File: src/rtl/i2c_regfile.sv
// i2c_regfile: I2C-addressable 2^LD_NBYTES x 8 register file with an
// auto-incrementing 1- or 2-byte register pointer and a fabric-side port.
// i2c_slave: bit-level I2C target front end used by i2c_regfile.
// Optional macro I2C_REGFILE_WP_EN adds the wp input (I2C write protect).

module i2c_slave #(
  parameter int unsigned US       = 100,
  parameter logic [6:0]  SLV_ADDR = 7'h50
) (
  input  logic       clk,
  input  logic       rst,
  input  logic       sda_in,
  input  logic       scl_in,
  output logic       sda_out,
  input  logic [7:0] dat_in,
  output logic [7:0] dat_out,
  output logic       as_out,
  output logic       ws_out,
  output logic       rs_out
);
  // Spike filter length: roughly 50 ns worth of clock cycles, at least one.
  localparam int unsigned FILT = ((US / 20) > 0) ? (US / 20) : 1;

  typedef enum logic [2:0] {
    S_IDLE, S_ADDR, S_AACK, S_WR, S_WACK, S_RD, S_RACK
  } sstate_t;

  sstate_t     state_q, state_d;
  logic [1:0]  sync0, sync1, filt, filt_d1;  // bit 1 = SCL, bit 0 = SDA
  logic [15:0] fcnt [2];
  logic [7:0]  sr_q, sr_d, dat_q, dat_d;
  logic [3:0]  cnt_q, cnt_d;
  logic        sda_q, sda_d, rw_q, rw_d, nack_q, nack_d;
  logic        as_q, as_d, ws_q, ws_d, rs_q, rs_d;
  logic        scl_rise, scl_fall, start_c, stop_c;

  // Synchronise the pads and accept a new level only after it is stable for FILT cycles.
  always_ff @(posedge clk) begin
    if (rst) begin
      sync0   <= '1;
      sync1   <= '1;
      filt    <= '1;
      filt_d1 <= '1;
      for (int unsigned i = 0; i < 2; i++) fcnt[i] <= '0;
    end else begin
      sync0   <= {scl_in, sda_in};
      sync1   <= sync0;
      filt_d1 <= filt;
      for (int unsigned i = 0; i < 2; i++) begin
        if (sync1[i] == filt[i]) begin
          fcnt[i] <= '0;
        end else if (fcnt[i] == 16'(FILT - 1)) begin
          filt[i] <= sync1[i];
          fcnt[i] <= '0;
        end else begin
          fcnt[i] <= fcnt[i] + 16'd1;
        end
      end
    end
  end

  assign scl_rise = filt[1] & ~filt_d1[1];
  assign scl_fall = ~filt[1] & filt_d1[1];
  assign start_c  = filt[1] & filt_d1[1] & filt_d1[0] & ~filt[0];
  assign stop_c   = filt[1] & filt_d1[1] & ~filt_d1[0] & filt[0];

  // Protocol state and datapath registers.
  always_ff @(posedge clk) begin
    if (rst) begin
      state_q <= S_IDLE;
      sr_q    <= '0;
      dat_q   <= '0;
      cnt_q   <= '0;
      sda_q   <= 1'b1;
      rw_q    <= 1'b0;
      nack_q  <= 1'b0;
      as_q    <= 1'b0;
      ws_q    <= 1'b0;
      rs_q    <= 1'b0;
    end else begin
      state_q <= state_d;
      sr_q    <= sr_d;
      dat_q   <= dat_d;
      cnt_q   <= cnt_d;
      sda_q   <= sda_d;
      rw_q    <= rw_d;
      nack_q  <= nack_d;
      as_q    <= as_d;
      ws_q    <= ws_d;
      rs_q    <= rs_d;
    end
  end

  // Next-state: SDA only ever changes after a detected SCL fall, so the
  // target never creates a false START/STOP on the bus.
  always_comb begin
    state_d = state_q;
    sr_d    = sr_q;
    dat_d   = dat_q;
    cnt_d   = cnt_q;
    sda_d   = sda_q;
    rw_d    = rw_q;
    nack_d  = nack_q;
    as_d    = 1'b0;
    ws_d    = 1'b0;
    rs_d    = 1'b0;
    if (start_c) begin
      state_d = S_ADDR;
      cnt_d   = '0;
      sda_d   = 1'b1;
    end else if (stop_c) begin
      state_d = S_IDLE;
      sda_d   = 1'b1;
    end else begin
      case (state_q)
        S_ADDR, S_WR: begin
          if (scl_rise) begin
            sr_d  = {sr_q[6:0], filt[0]};
            cnt_d = cnt_q + 4'd1;
          end else if (scl_fall && cnt_q == 4'd8) begin
            if (state_q == S_WR) begin
              dat_d   = sr_q;
              ws_d    = 1'b1;
              sda_d   = 1'b0;
              state_d = S_WACK;
            end else if (sr_q[7:1] == SLV_ADDR) begin
              rw_d    = sr_q[0];
              as_d    = 1'b1;
              sda_d   = 1'b0;
              state_d = S_AACK;
            end else begin
              state_d = S_IDLE;
            end
          end
        end
        S_AACK: begin
          if (scl_fall) begin
            cnt_d = '0;
            if (rw_q) begin
              sr_d    = dat_in;
              sda_d   = dat_in[7];
              state_d = S_RD;
            end else begin
              sda_d   = 1'b1;
              state_d = S_WR;
            end
          end
        end
        S_WACK: begin
          if (scl_fall) begin
            sda_d   = 1'b1;
            cnt_d   = '0;
            state_d = S_WR;
          end
        end
        S_RD: begin
          if (scl_rise) begin
            cnt_d = cnt_q + 4'd1;
          end else if (scl_fall) begin
            if (cnt_q == 4'd8) begin
              sda_d   = 1'b1;
              rs_d    = 1'b1;
              state_d = S_RACK;
            end else begin
              sr_d  = {sr_q[6:0], 1'b0};
              sda_d = sr_q[6];
            end
          end
        end
        S_RACK: begin
          if (scl_rise) begin
            nack_d = filt[0];
          end else if (scl_fall) begin
            if (nack_q) begin
              state_d = S_IDLE;
            end else begin
              sr_d    = dat_in;
              sda_d   = dat_in[7];
              cnt_d   = '0;
              state_d = S_RD;
            end
          end
        end
        default: ;
      endcase
    end
  end

  assign sda_out = sda_q;
  assign dat_out = dat_q;
  assign as_out  = as_q;
  assign ws_out  = ws_q;
  assign rs_out  = rs_q;
endmodule

module i2c_regfile #(
  parameter int unsigned US        = 100,
  parameter int unsigned LD_NBYTES = 3,
  parameter int unsigned PTR_BYTES = 1
) (
  input  logic                 clk,
  input  logic                 rst,
  input  logic                 sda_i,
  output logic                 sda_o,
  output logic                 sda_t,
  input  logic                 scl_i,
  output logic                 scl_o,
  output logic                 scl_t,
  input  logic [LD_NBYTES-1:0] usr_addr,
  input  logic                 usr_we,
  input  logic [7:0]           usr_wdat,
  output logic [7:0]           usr_rdat,
  output logic                 i2c_wr_stb,
  output logic [LD_NBYTES-1:0] i2c_wr_addr
`ifdef I2C_REGFILE_WP_EN
  ,
  input  logic                 wp
`endif
);
  localparam int unsigned DEPTH = 1 << LD_NBYTES;

  typedef enum logic [1:0] {IDLE, PTR_HI, PTR_LO, DATA} state_t;

  state_t               state_q, state_d;
  logic [7:0]           mem [DEPTH];
  logic [LD_NBYTES-1:0] ptr_q, ptr_d, ptr_load;
  logic [7:0]           hi_q, hi_d;
  logic [7:0]           dat_in, dat_out;
  logic                 as_out, ws_out, rs_out;
  logic                 wr_req, wr_do, wp_blk, coll;

  i2c_slave #(.US(US)) u_slave (
    .clk     (clk),
    .rst     (rst),
    .sda_in  (sda_i),
    .scl_in  (scl_i),
    .sda_out (sda_t),
    .dat_in  (dat_in),
    .dat_out (dat_out),
    .as_out  (as_out),
    .ws_out  (ws_out),
    .rs_out  (rs_out)
  );

  assign sda_o = 1'b0;
  assign scl_o = 1'b0;
  assign scl_t = 1'b1;

`ifdef I2C_REGFILE_WP_EN
  assign wp_blk = wp;
`else
  assign wp_blk = 1'b0;
`endif

  // Big-endian pointer bytes; high bits beyond the array depth are discarded.
  assign ptr_load = (PTR_BYTES == 2) ? LD_NBYTES'({hi_q, dat_out})
                                     : LD_NBYTES'({8'h00, dat_out});
  assign dat_in   = mem[ptr_q];
  assign wr_req   = ws_out & ((state_q == DATA) | (state_q == IDLE));
  assign coll     = usr_we & (usr_addr == ptr_q);
  // A blocked byte (fabric collision or write protect) still advances the pointer.
  assign wr_do    = wr_req & ~coll & ~wp_blk;

  // Control registers and the registered fabric read.
  always_ff @(posedge clk) begin
    if (rst) begin
      state_q     <= IDLE;
      ptr_q       <= '0;
      hi_q        <= '0;
      usr_rdat    <= '0;
      i2c_wr_stb  <= 1'b0;
      i2c_wr_addr <= '0;
    end else begin
      state_q    <= state_d;
      ptr_q      <= ptr_d;
      hi_q       <= hi_d;
      usr_rdat   <= mem[usr_addr];
      i2c_wr_stb <= wr_do;
      if (wr_do) i2c_wr_addr <= ptr_q;
    end
  end

  // Pointer-load sequencing driven by the slave strobes.
  always_comb begin
    state_d = state_q;
    ptr_d   = ptr_q;
    hi_d    = hi_q;
    if (as_out) begin
      state_d = (PTR_BYTES == 2) ? PTR_HI : PTR_LO;
      hi_d    = '0;
    end else if (rs_out) begin
      ptr_d   = ptr_q + LD_NBYTES'(1);
      hi_d    = '0;
      state_d = DATA;
    end else if (ws_out) begin
      case (state_q)
        PTR_HI: begin
          hi_d    = dat_out;
          state_d = PTR_LO;
        end
        PTR_LO: begin
          ptr_d   = ptr_load;
          state_d = DATA;
        end
        default: ptr_d = ptr_q + LD_NBYTES'(1);
      endcase
    end
  end

  // Array storage, not reset; fabric wins a same-address collision via wr_do.
  always_ff @(posedge clk) begin
    if (wr_do) mem[ptr_q] <= dat_out;
    if (usr_we) mem[usr_addr] <= usr_wdat;
  end
endmodule

File: config.mk
export PLATFORM = sky130hd
export DESIGN_NAME = i2c_regfile
export DESIGN_NICKNAME = d
export VERILOG_FILES = /design/src/rtl/i2c_regfile.sv
export SDC_FILE = /design/constraint.sdc
export NUM_CORES = 1
export LEC_CHECK = 0
export CAP_MARGIN = 20
export CORE_UTILIZATION = 66
export DETAILED_ROUTE_END_ITERATION = 6
export PLACE_DENSITY_LB_ADDON = 0.12
export SYNTH_ARGS = -nofsm -noshare
export SYNTH_HDL_FRONTEND = slang
export SYNTH_SLANG_ARGS = --single-unit
File: constraint.sdc
create_clock -name clk -period 5.67 [get_ports clk]
set_input_delay 0.567 -clock clk [delete_from_list [all_inputs] [get_ports clk]]
set_output_delay 0.567 -clock clk [all_outputs]
set_load 0.005 [all_outputs]
==> reports/results.ini <==
[route]
final_antenna_net_count = 0
wirelength_um = 18270
drt_drc_violations_left = 0
routedWlPerCell_um = 20.85
drtPass1Iterations = 5
detailroute.via_count = 5561
detail_route.vias_per_cell = 6.348
drt_first_iter_violations = 644

[min_path]
hold-path-cell-count = 1
holdCritStartpoint = u_slave.sync0[0]$_SDFF_PP1_
min-delay-path-class = reg -> reg
worstHoldEndpoint = u_slave.sync1[0]$_SDFF_PP1_

[synthesis]
seq_area_frac_synth = 0.4966
synth_area_in_adders = 0.01560
main_combinational_cell_family_by_area_after_synthesis = multiplexers
synth_compound_gate_area_share = 0.05744
synthXorXnorAreaFrac = 0.03567
syn_inst = 666
largest_area_contributor_in_the_synthesized_netlist = edfxtp_1
ys_async_sr_fraction = 0
netlist_top_cells_area = edfxtp_1, dfxtp_1, mux2_2
post-synth-top-area-fraction = 0.3558
synth_flop_cell = edfxtp_1
number_of_synthesized_flops_with_an_enable_pin = 96
post_synth_mux_area_share = 0.2217
netlist-cell-type-count = 66
synth-simple-area-share = 0.1407
synth.ff_latch_count = 153
yosys_warnings = 0
synthesized_area_per_cell_um2 = 12.17
post_synth_instance_area_mm2 = 0.008103

[finish]
instances_no_fill = 876
area_delta_synth_final_pct = 13.08
mostFrequentLayoutCells = edfxtp_1, mux2_2, nor2_1
regArea_mm2 = 0.004024
insertedDiodeCount = 0
post_route_cells_drive_above_1_share = 0.2236
fillerInstances = 801
layout_commonest_cell = edfxtp_1
multiInputGateArea_mm2 = 0.003949
layout.nets = 741

[die]
fp.coreArea_mm2 = 0.01201
initial_core_utilization = 0.6746
fp.dieW_um = 112.8
dieHeight_um = 112.8
fp.dieArea_mm2 = 0.01272
number_of_primary_i_o_pins = 32
number_of_standard_cell_rows_in_the_floorplan = 40

[power]
static-leakage-power_nw = 3.303
peakVddDrop_mv = 0.1927
power_per_standard_cell_area_mw_per_mm2 = 270.0

[place]
place.gp.congestion = 0.8876
port_buffers = 28
detailed_place_hpwl_um = 12520
place.detailed.instances = 839

[clocking]
clock-root-buffer = clkbuf_16
numClockSinks = 153
cts_inserted_buffers = 17
ctsResizeCount = 0
cts_setup_buffers = 0
cts_hold_buf = 0
worstSkewPairLatency_ns = 0.43
cts_buffer_depth = 2
level_count_of_the_clock_h_tree = 4
cts.reportedPaths.clkPinSlew_ns = 0.06
tritoncts = built

[timing]
finalHoldViolations = 0
timing_worst_slew_pin_value_ns = 0.9163
timing.clock.skew_ns = 0.008795
fin_crit_sh = 0.5743
fin_hold_ws_ns = 0.4057
remaining_max_slew_budget_at_the_tightest_pin = 0.3872
max_clock_freq_mhz = 307.1
finalCriticalPeriod_ns = 3.256
finalSetupViolations = 0
fin_tns_setup_ns = 0
timing.final.max_slew_violations = 0
rsz_0062_raised_after_global_routing = false

[worst_setup_path]
path_class = in -> reg
cp-startpoint = usr_addr[1]
data_required_time_at_the_worst_endpoint_ns = 5.73
worstRegToRegCells = 6
worst_setup_path_end_kind = flip-flop
r2r-end = mem[2][6]$_DFFE_PP_
endpoint_arrival_time_on_the_critical_path_ns = 3.32
biggest_fanout_along_the_worst_timing_path = 15
r2r-start = state_q[0]$_SDFFE_PP0P_
setup.worst_path.start_class = input port
rrSetupSlack_ns = 3.04

[job]
max-cap-violations = 0

[global_routing]
antenna_found_initial = 0
grt_remaining_overflow = 0
grt_max_degree = 47
grt_use_total = 0.3070
grt_pass1_vias = 5351
grt_first_pass_wirelength_um = 29230

[status]
run_status = finished clean

[power by group]
group / internal, mW / switching [mW] / leakage (nW)
logic: 0.0570 / 0.0639 / 1.63
registers: 1.20 / 0.0180 / 1.39
clock network: 0.687 / 0.446 / 0.282
[critical path: stages]
cell and delay, ns:
clkdlybuf4s50_1 1.07, xnor2_1 0.13, a41oi_1 0.52, nand2b_1 0.29
o21bai_1 0.72
[through the flow]
stage	utilization	cell area [µm²]	total power [mW]	worst slack, ns
after global routing	0.7628	9163	2.536	2.328
after floorplan	-	8227	1.314	3.188
after detailed placement	0.7092	8518	1.360	1.742
after global placement	0.7092	8518	1.356	1.835
after CTS	0.7580	9105	2.473	2.176
final	0.7628	9163	2.474	2.414
[layout make-up]
class / count / area share
Clock buffer: 19 / 0.04725
Multi-Input combinational cell: 491 / 0.4310
Inverter: 17 / 0.006964
Tap cell: 147 / 0.02007
Timing Repair Buffer: 36 / 0.03878
Sequential cell: 153 / 0.4392
Clock inverter: 13 / 0.01680
[worst max-delay path by stage]
stage,cells after the start,endpoint,slack (ns)
finish,5,mem[2][6]$_DFFE_PP_,2.41
floorplan,5,mem[5][0]$_DFFE_PP_,3.19
detailed placement,5,mem[3][5]$_DFFE_PP_,1.74
global placement,5,mem[3][5]$_DFFE_PP_,1.83
global route,5,mem[2][2]$_DFFE_PP_,2.33
CTS,5,mem[3][0]$_DFFE_PP_,2.18
[kinds of logic (layout without fill, tap and decap cells)]
group                      after synthesis  count (layout)
AOI/OAI and AO/OA                       67              67
xor gates and xnor gates                33              33
adders and majority gates               10              10
buffers and inverters                   55              85
DFF                                    153             153
muxes                                  130             130
other                                    2              35
and+or+nand+nor                        216             216
[Yosys cell counts (all sizes together) (7+ instances only)]
| library cell | instances |
|---|---|
| and3 | 10 |
| mux2i | 25 |
| o22ai | 7 |
| clkbuf | 16 |
| nor2b | 12 |
| nor3 | 15 |
| nor2 | 72 |
| xor2 | 15 |
| nand2 | 27 |
| nand3 | 16 |
| edfxtp | 96 |
| ha | 9 |
| or2 | 8 |
| nand2b | 14 |
| nand4 | 9 |
| a21oi | 11 |
| xnor2 | 18 |
| mux4 | 32 |
| mux2 | 73 |
| dfxtp | 57 |
| inv | 17 |
| o21ai | 22 |
| buf | 22 |
[state kept, by name, indices dropped and copies added, names as in the netlist, 2 cells and up, named ones only]
register         count
u_slave.state_q      3
u_slave.cnt_q        4
i2c_wr_addr          3
u_slave.filt         2
u_slave.sync0        2
u_slave.sr_q         8
mem                 64
u_slave.sync1        2
u_slave.filt_d1      2
u_slave.fcnt        32
u_slave.dat_out      8
state_q              2
usr_rdat             8
ptr_q                3
[routing by layer]
layer	track usage	share of wire	vias to the layer above
li1	-	-	2549
met2	0.4967	0.49	232
met4	0.1200	0.022	0
met3	0.05892	0.067	39
met1	0.4128	0.42	2741
met5	0	0	-
(Power assumes the default switching activity.)
